### src/rtl/piksel_yanitlayici.sv
// Pixel responder: requests one pixel at a time, binarises it against a
// threshold and hands the result back with a held valid/acknowledge handshake.
module piksel_yanitlayici #(
  parameter int unsigned DEGER = 76800,
  parameter int unsigned GEC   = 3,
  parameter int unsigned ESIK  = 128
) (
  input  logic        clk_i,
  input  logic        rst_i,
  input  logic        en_i,
  input  logic [7:0]  veri_i,
  input  logic        veri_alindi_i,
  output logic        veri_al_o,
  output logic [7:0]  veri_o,
  output logic        veri_gonder_o,
  output logic        islem_bitti_o,
  output logic [16:0] indis_o
);

  localparam int unsigned IW = 17;
  localparam int unsigned CW = 4;
  localparam int unsigned PW = 8;

  typedef enum logic [2:0] {
    BOSTA  = 3'd0,
    ISTE   = 3'd1,
    BEKLE  = 3'd2,
    ISLE   = 3'd3,
    GONDER = 3'd4,
    BITTI  = 3'd5
  } durum_t;

  durum_t        durum_q, durum_d;
  logic [CW-1:0] sayac_q, sayac_d;
  logic [PW-1:0] piksel_q, piksel_d;
  logic          veri_al_d;
  logic [PW-1:0] veri_d;
  logic          gonder_d;
  logic          bitti_d;
  logic [IW-1:0] indis_d;

  // State and every output are registered together; reset clears them at once.
  always_ff @(posedge clk_i or negedge rst_i) begin
    if (!rst_i) begin
      durum_q       <= BOSTA;
      sayac_q       <= '0;
      piksel_q      <= '0;
      veri_al_o     <= 1'b0;
      veri_o        <= '0;
      veri_gonder_o <= 1'b0;
      islem_bitti_o <= 1'b0;
      indis_o       <= '0;
    end else begin
      durum_q       <= durum_d;
      sayac_q       <= sayac_d;
      piksel_q      <= piksel_d;
      veri_al_o     <= veri_al_d;
      veri_o        <= veri_d;
      veri_gonder_o <= gonder_d;
      islem_bitti_o <= bitti_d;
      indis_o       <= indis_d;
    end
  end

  // Next-state and next-output decode; a dropped enable outranks everything.
  always_comb begin
    durum_d   = durum_q;
    sayac_d   = sayac_q;
    piksel_d  = piksel_q;
    veri_al_d = 1'b0;
    veri_d    = veri_o;
    gonder_d  = veri_gonder_o;
    bitti_d   = islem_bitti_o;
    indis_d   = indis_o;

    if (durum_q != BOSTA && !en_i) begin
      durum_d  = BOSTA;
      sayac_d  = '0;
      piksel_d = '0;
      veri_d   = '0;
      gonder_d = 1'b0;
      bitti_d  = 1'b0;
      indis_d  = '0;
    end else begin
      unique case (durum_q)
        BOSTA: begin
          sayac_d  = '0;
          veri_d   = '0;
          gonder_d = 1'b0;
          bitti_d  = 1'b0;
          indis_d  = '0;
          if (en_i) begin
            durum_d   = ISTE;
            veri_al_d = 1'b1;
          end
        end
        ISTE: begin
          sayac_d = '0;
          durum_d = BEKLE;
        end
        BEKLE: begin
          sayac_d = sayac_q + CW'(1);
          if (sayac_q == CW'(GEC - 1)) begin
            piksel_d = veri_i;
            durum_d  = ISLE;
          end
        end
        ISLE: begin
          veri_d   = (piksel_q >= PW'(ESIK)) ? 8'hFF : 8'h00;
          gonder_d = 1'b1;
          durum_d  = GONDER;
        end
        GONDER: begin
          if (veri_alindi_i) begin
            gonder_d = 1'b0;
            veri_d   = '0;
            indis_d  = indis_o + IW'(1);
            if (indis_o + IW'(1) == IW'(DEGER)) begin
              bitti_d = 1'b1;
              durum_d = BITTI;
            end else begin
              veri_al_d = 1'b1;
              durum_d   = ISTE;
            end
          end
        end
        BITTI: begin
          bitti_d  = 1'b1;
          gonder_d = 1'b0;
        end
        default: durum_d = BOSTA;
      endcase
    end
  end

endmodule

### config.mk
export PLATFORM = sky130hd
export DESIGN_NAME = piksel_yanitlayici
export DESIGN_NICKNAME = d
export VERILOG_FILES = /design/src/rtl/piksel_yanitlayici.sv
export SDC_FILE = /design/constraint.sdc
export NUM_CORES = 1
export LEC_CHECK = 0
export CELL_PAD_IN_SITES_DETAIL_PLACEMENT = 0
export CELL_PAD_IN_SITES_GLOBAL_PLACEMENT = 1
export CORE_MARGIN = 1
export CORE_UTILIZATION = 30
export DETAILED_ROUTE_END_ITERATION = 10
export PLACE_DENSITY = 0.66
export SYNTH_ARGS = -nofsm -noshare
export SYNTH_HDL_FRONTEND = slang
export SYNTH_SLANG_ARGS = --single-unit
export TNS_END_PERCENT = 10
### constraint.sdc
create_clock -name clk_i -period 2.3 [get_ports clk_i]
set_input_delay 0.46 -clock clk_i [delete_from_list [all_inputs] [get_ports clk_i]]
set_output_delay 0.46 -clock clk_i [all_outputs]
set_load 0.05 [all_outputs]
==> impl_metrics.json, run 1 <==
{
  "dieArea_mm2": 0.006598,
  "ys_seq_elements": 29,
  "fin_util_pct": 40.50,
  "drt_wl_total_um": 4688,
  "synthTopCellsByCount": "29 x dfrtp_1, 24 x nand2_1, 20 x o21ai_0",
  "vias": 1721,
  "synth_seq_area_share_pct": 38.54,
  "postSynth.asyncResetShare_pct": 100.0,
  "reg2reg_from": "indis_o[1]$_DFFE_PN0P_",
  "outcome": "finished clean",
  "drive_gt1_share_pct": 11.54,
  "min_period_ns": 2.159,
  "io_pins": 40,
  "yosys.cell_types.count": 42,
  "worst_slack_ns": 0.1412,
  "drv_slew": 0,
  "drc": 0,
  "top_usage_layer": "met1",
  "setup_violations": 0,
  "synthCells": 224,
  "synthFlopType": "dfrtp_1",
  "root_buffer": "clkbuf_8",
  "synth_warnings": 0,
  "die_w_um": 81.23,
  "grt_pass1_vias": 1481,
  "fin_crit_sh_pct": 93.86,
  "fp.coreArea_mm2": 0.005991,
  "use_met1_pct": 22.75,
  "hold_buffers": 0,
  "cts_setup_buffers": 0,
  "cts_made_buffers": 5,
  "cp-startpoint": "indis_o[2]$_DFFE_PN0P_",
  "fin_nets": 275,
  "syn_area_mm2": 0.001883,
  "synth_top_area_share_pct": 38.54,
  "cts.sinks": 29,
  "syn_to_final_growth_pct": 28.84,
  "die_height_um": 81.23,
  "synth_top_cell_by_area": "dfrtp_1",
  "clkLatencyLatePin_ns": 0.29,
  "grt.overflow.total": 0,
  "grt_max_degree": 30,
  "worstPathArrival_ns": 1.70,
  "clkTransAtPathRegs_ns": 0.06,
  "grt_usage_pct": 15.63,
  "n_fill_cell": 601,
  "ir_worst_vdd_uv": 235.4,
  "cap_violations": 0,
  "setup_tns_ns": 0,
  "ant_nets": 0,
  "dr.pass1.iters": 4,
  "initial_utilization_pct": 31.43,
  "path_class": "reg -> out",
  "cp-end-kind": "primary output",
  "p_per_area_mw_per_mm2": 547.2,
  "p_leak_uw": 0.001015,
  "place_area_mm2": 0.002327,
  "cts-htree-levels": 2,
  "p_total_uw": 1327,
  "start_kind": "flop",
  "viasPerCell": 5.137,
  "cp.required_ns": 1.84,
  "met3_usage_pct": 3.708,
  "syn_avg_cell_area_um2": 8.407,
  "clock_path_buffers": 2,
  "hp-start": "piksel_q[7]$_DFFE_PN0P_",
  "yosys-top-cells-area": "dfrtp_1 39%, o21ai_0 5.3%, nand2_1 4.8%, nor2b_1 3.3%, buf_4 3.2%",
  "antenna_found_initial": 0,
  "rsz0062_at_grt": "no",
  "final_area_mm2": 0.002426,
  "hp-class": "reg -> reg",
  "clock.fmax_mhz": 463.2,
  "portBuffers": 32,
  "syn_nets": 240,
  "slew_headroom_pct": 66.52,
  "routabilityCongestion": 0.7366,
  "cts_tree": "yes",
  "grt_pass1_wl_um": 7700,
  "fin_worst_skew_ns": 0.01149,
  "antennaDiodeCount": 0,
  "rows": 28,
  "gr-usage-met2_pct": 22.44,
  "synth_edf_count": 0,
  "crit_fanout": 7,
  "place_ws_ns": 0.1578,
  "dp_hpwl_um": 3208,
  "tightest_slew_ns": 0.5007,
  "routedWlPerCell_um": 13.99,
  "synth.most_common_cell": "dfrtp_1",
  "drt_iter0_drc": 88,
  "hold_viol_final": 0
}
stage by stage:
stage                     std cells  hold WS [ns]
after detailed placement        327        0.4969
after CTS                       335        0.5107
after floorplan                 224        0.1644
after global routing            335        0.5395
after global placement          327        0.4947
final                           335        0.5044
flip-flops by register name (all words and copies together) (netlist names):
name           flops
veri_al_o          1
islem_bitti_o      1
veri_o             1
piksel_q           1
durum_q            3
indis_o           17
sayac_q            4
veri_gonder_o      1
final timing paths:
check                                           to  slack [ns]  cells after the start
max                                     indis_o[2]        0.14                      2
min in group asynchronous  indis_o[10]$_DFFE_PN0P_        0.56                      2
max in group asynchronous   indis_o[0]$_DFFE_PN0P_        1.42                      2
max reg2reg                    veri_al_o$_DFF_PN0_        0.18                      9
min                        piksel_q[7]$_DFFE_PN0P_        0.50                      1
min reg2reg                piksel_q[7]$_DFFE_PN0P_        0.50                      1
metal layers:
metal,part of all wire [%],vias to the layer above
met5,0,-
met4,1.2,0
met3,3.8,6
met2,41,32
met1,54,814
li1,-,869
critical path: stages (launching register included):
cell             delay, ns
dfrtp_1               0.43
buf_4                 0.18
clkdlybuf4s50_1       0.81
power breakdown:
group,internal [µW],switching [µW],total [µW],leakage [µW]
combinational,132,200,332,0.000571
sequential,533,14.9,548,0.000398
clock,244,203,447,0.0000455
logic make-up (layout without fill, tap and decap cells):
group | after synthesis | count (layout) | synth area share (%)
buffers and inverters | 27 | 63 | 7.176
adders and majority gates | 4 | 4 | 2.658
DFF | 29 | 29 | 38.54
xor gates and xnor gates | 6 | 6 | 2.791
AOI/OAI and AO/OA | 61 | 61 | 21.06
and+or+nand+nor | 97 | 97 | 27.77
cell usage in the layout (no fill, tap or decap), types with 2 or more instances in the layout:
master,synthesis,routed
inv_1,6,6
nor2b_1,10,10
o41ai_1,4,4
clkdlybuf4s50_1,0,31
clkbuf_1,10,2
buf_4,8,16
nor3_1,8,8
nor2_1,15,15
and3_1,4,4
a31oi_1,3,3
nand4_1,8,8
nand2b_1,4,4
o21ai_0,20,20
ha_1,4,4
nand2_1,24,24
a21o_1,4,4
clkbuf_8,0,6
dfrtp_2,0,2
and2_1,4,4
xnor2_1,5,5
o31ai_1,8,8
and4_4,2,2
dfrtp_1,29,27
a31o_1,2,2
a21oi_1,9,9
a21boi_0,3,3
nand3_1,9,9
cell type report:
type	instances	area (µm²)	share of cell area, %
Multi-Input combinational cell	168	1028	42.39
Sequential cell	29	728.2	30.02
Clock buffer	8	90.09	3.713
Tap cell	75	93.84	3.868
Inverter	6	22.52	0.9283
Timing Repair Buffer	49	462.9	19.08
timing repair:
action	4_1_cts	5_1_grt
resized for setup	0	2
hold endpoints to repair	0	0
setup endpoints to repair	0	2
Note: power is estimated with default switching activity, not from simulation.
==> run 2, diff against run 1 <==
Settings changed: CORE_MARGIN 1 to 5.
==> impl_metrics.json, run 2 (synthesized netlist as in run 1, its figures left out) <==
{
  "cp.required_ns": 1.84,
  "clock_path_buffers": 2,
  "worstPathArrival_ns": 1.76,
  "setup_violations": 0,
  "power.switching_uw": 412.2,
  "largest_register": "indis_o",
  "r2r_cells": 9,
  "p_per_area_mw_per_mm2": 527.6,
  "drc": 0,
  "cpPeakStageDelay_ns": 0.88,
  "setup_tns_ns": 0,
  "fin_crit_sh_pct": 96.37,
  "r2r_setup_slack_ns": 0.19,
  "hp-class": "reg -> reg",
  "p_int_uw": 848.7,
  "rsz0062_at_grt": "no",
  "dp_hpwl_um": 3306,
  "clkPwrFrac_pct": 32.7,
  "cts_tree": "yes",
  "mostFrequentLayoutCells": "32 x clkdlybuf4s50_1, 27 x dfrtp_1, 24 x nand2_1, 20 x o21ai_0, 16 x buf_4",
  "largest_reg_flops": 17,
  "drt_iter0_drc": 38,
  "r2r_end": "veri_al_o$_DFF_PN0_",
  "die_w_um": 89.23,
  "hp-start": "piksel_q[7]$_DFFE_PN0P_",
  "grt_pass1_vias": 1675,
  "rows": 28,
  "syn_to_final_growth_pct": 26.91,
  "worst_slack_ns": 0.08354,
  "dieArea_mm2": 0.007961,
  "min_period_ns": 2.216,
  "clkLatencyLatePin_ns": 0.28,
  "reg2reg_from": "indis_o[0]$_DFFE_PN0P_",
  "fp.coreArea_mm2": 0.006026,
  "hold_depth": 1,
  "cts_resized": 0,
  "combPwrFrac_pct": 20.7,
  "n_fill_cell": 606,
  "antennaDiodeCount": 0,
  "clkTransAtPathRegs_ns": 0.07,
  "fin_nets": 274,
  "power_frac_seq_pct": 46.6,
  "grt_max_degree": 30,
  "tightest_slew_ns": 0.5070,
  "crit_fanout": 12,
  "crit_path_cell_trace": "clkdlybuf4s50_1",
  "grt_pass1_wl_um": 8328,
  "layout.cells.most_common": "clkdlybuf4s50_1",
  "place_area_mm2": 0.002307,
  "drive_gt1_share_pct": 11.20,
  "vias": 1720,
  "routabilityCongestion": 0.7467,
  "cap_violations": 0,
  "ir_worst_vdd_uv": 275.3,
  "place_ws_ns": 0.2246,
  "p_leak_uw": 0.0009870,
  "cts-htree-levels": 2,
  "cts_setup_buffers": 0,
  "fin_worst_skew_ns": 0.004905,
  "path_class": "reg -> out",
  "slowest_stage": "clkdlybuf4s50_1",
  "die_height_um": 89.23,
  "critPathBufInv": 1,
  "top_regs": "indis_o x17, sayac_q x4, durum_q x3",
  "outcome": "finished clean",
  "routedWlPerCell_um": 14.01,
  "grt_usage_pct": 13.46,
  "grt.overflow.total": 0,
  "cts_made_buffers": 5,
  "hold-worst-slack_ns": 0.5092,
  "timing.critical_path.max_delay_family": "buffers and inverters",
  "cts.sinks": 29,
  "final_area_mm2": 0.002390,
  "cp-end-kind": "primary output",
  "p_sw_share_pct": 32.69,
  "portBuffers": 32,
  "fin_util_pct": 39.66,
  "io_pins": 40,
  "clock.fmax_mhz": 451.2,
  "drv_slew": 0,
  "viasPerCell": 5.150,
  "antenna_found_initial": 0,
  "start_kind": "flop",
  "root_buffer": "clkbuf_8",
  "drt_wl_total_um": 4679,
  "hold_viol_final": 0,
  "slew_headroom_pct": 66.10,
  "initial_utilization_pct": 31.25,
  "hold_buffers": 0,
  "worstHoldEndpoint": "piksel_q[7]$_DFFE_PN0P_",
  "ant_nets": 0,
  "dr.pass1.iters": 4
}
-- run 2: worst max-delay path by stage --
stage,to,cells past startpoint,slack [ns],startpoint
after floorplan,veri_al_o$_DFF_PN0_,7,0.1,indis_o[0]$_DFFE_PN0P_
after global routing,indis_o[5],1,0.002,indis_o[5]$_DFFE_PN0P_
after global placement,veri_al_o$_DFF_PN0_,9,0.21,indis_o[0]$_DFFE_PN0P_
final,indis_o[5],1,0.08,indis_o[5]$_DFFE_PN0P_
after CTS,indis_o[5],1,0.06,indis_o[5]$_DFFE_PN0P_
after detailed placement,veri_al_o$_DFF_PN0_,9,0.22,indis_o[0]$_DFFE_PN0P_
-- run 2: metrics by stage --
stage                     power, µW  cells
after floorplan               756.5    224
after detailed placement      859.8    326
after global routing           1345    334
after global placement        862.0    326
after CTS                      1283    334
final                          1261    334
-- run 2: layout make-up --
cell class / instances / area [µm²] / share of cell area, %
well taps: 75 / 93.84 / 3.927
repair buffers: 48 / 440.4 / 18.43
clock buffers: 6 / 72.57 / 3.037
flip-flops and latches: 29 / 728.2 / 30.47
clock inverters: 2 / 10.01 / 0.4188
inverters: 6 / 22.52 / 0.9424
multi-input cells: 168 / 1022 / 42.77
-- run 2: per-layer routing --
metal | GRT usage (%) | vias to the layer above | share of wire [%] | wire length [µm]
met4 | 4.871 | 0 | 1.4 | 64
met2 | 19.89 | 40 | 44 | 2041
met3 | 3.963 | 7 | 5.4 | 255
met5 | 0 | - | 0 | 0
met1 | 18.61 | 802 | 50 | 2318
li1 | - | 871 | - | -
-- run 2: power by group through the flow --
stage,Clock (µW),Sequential (µW),Combinational (µW)
floorplan,0,586,170
global placement,0,598,264
detailed placement,0,597,263
CTS,431,587,265
global route,457,594,295
finish,413,588,260
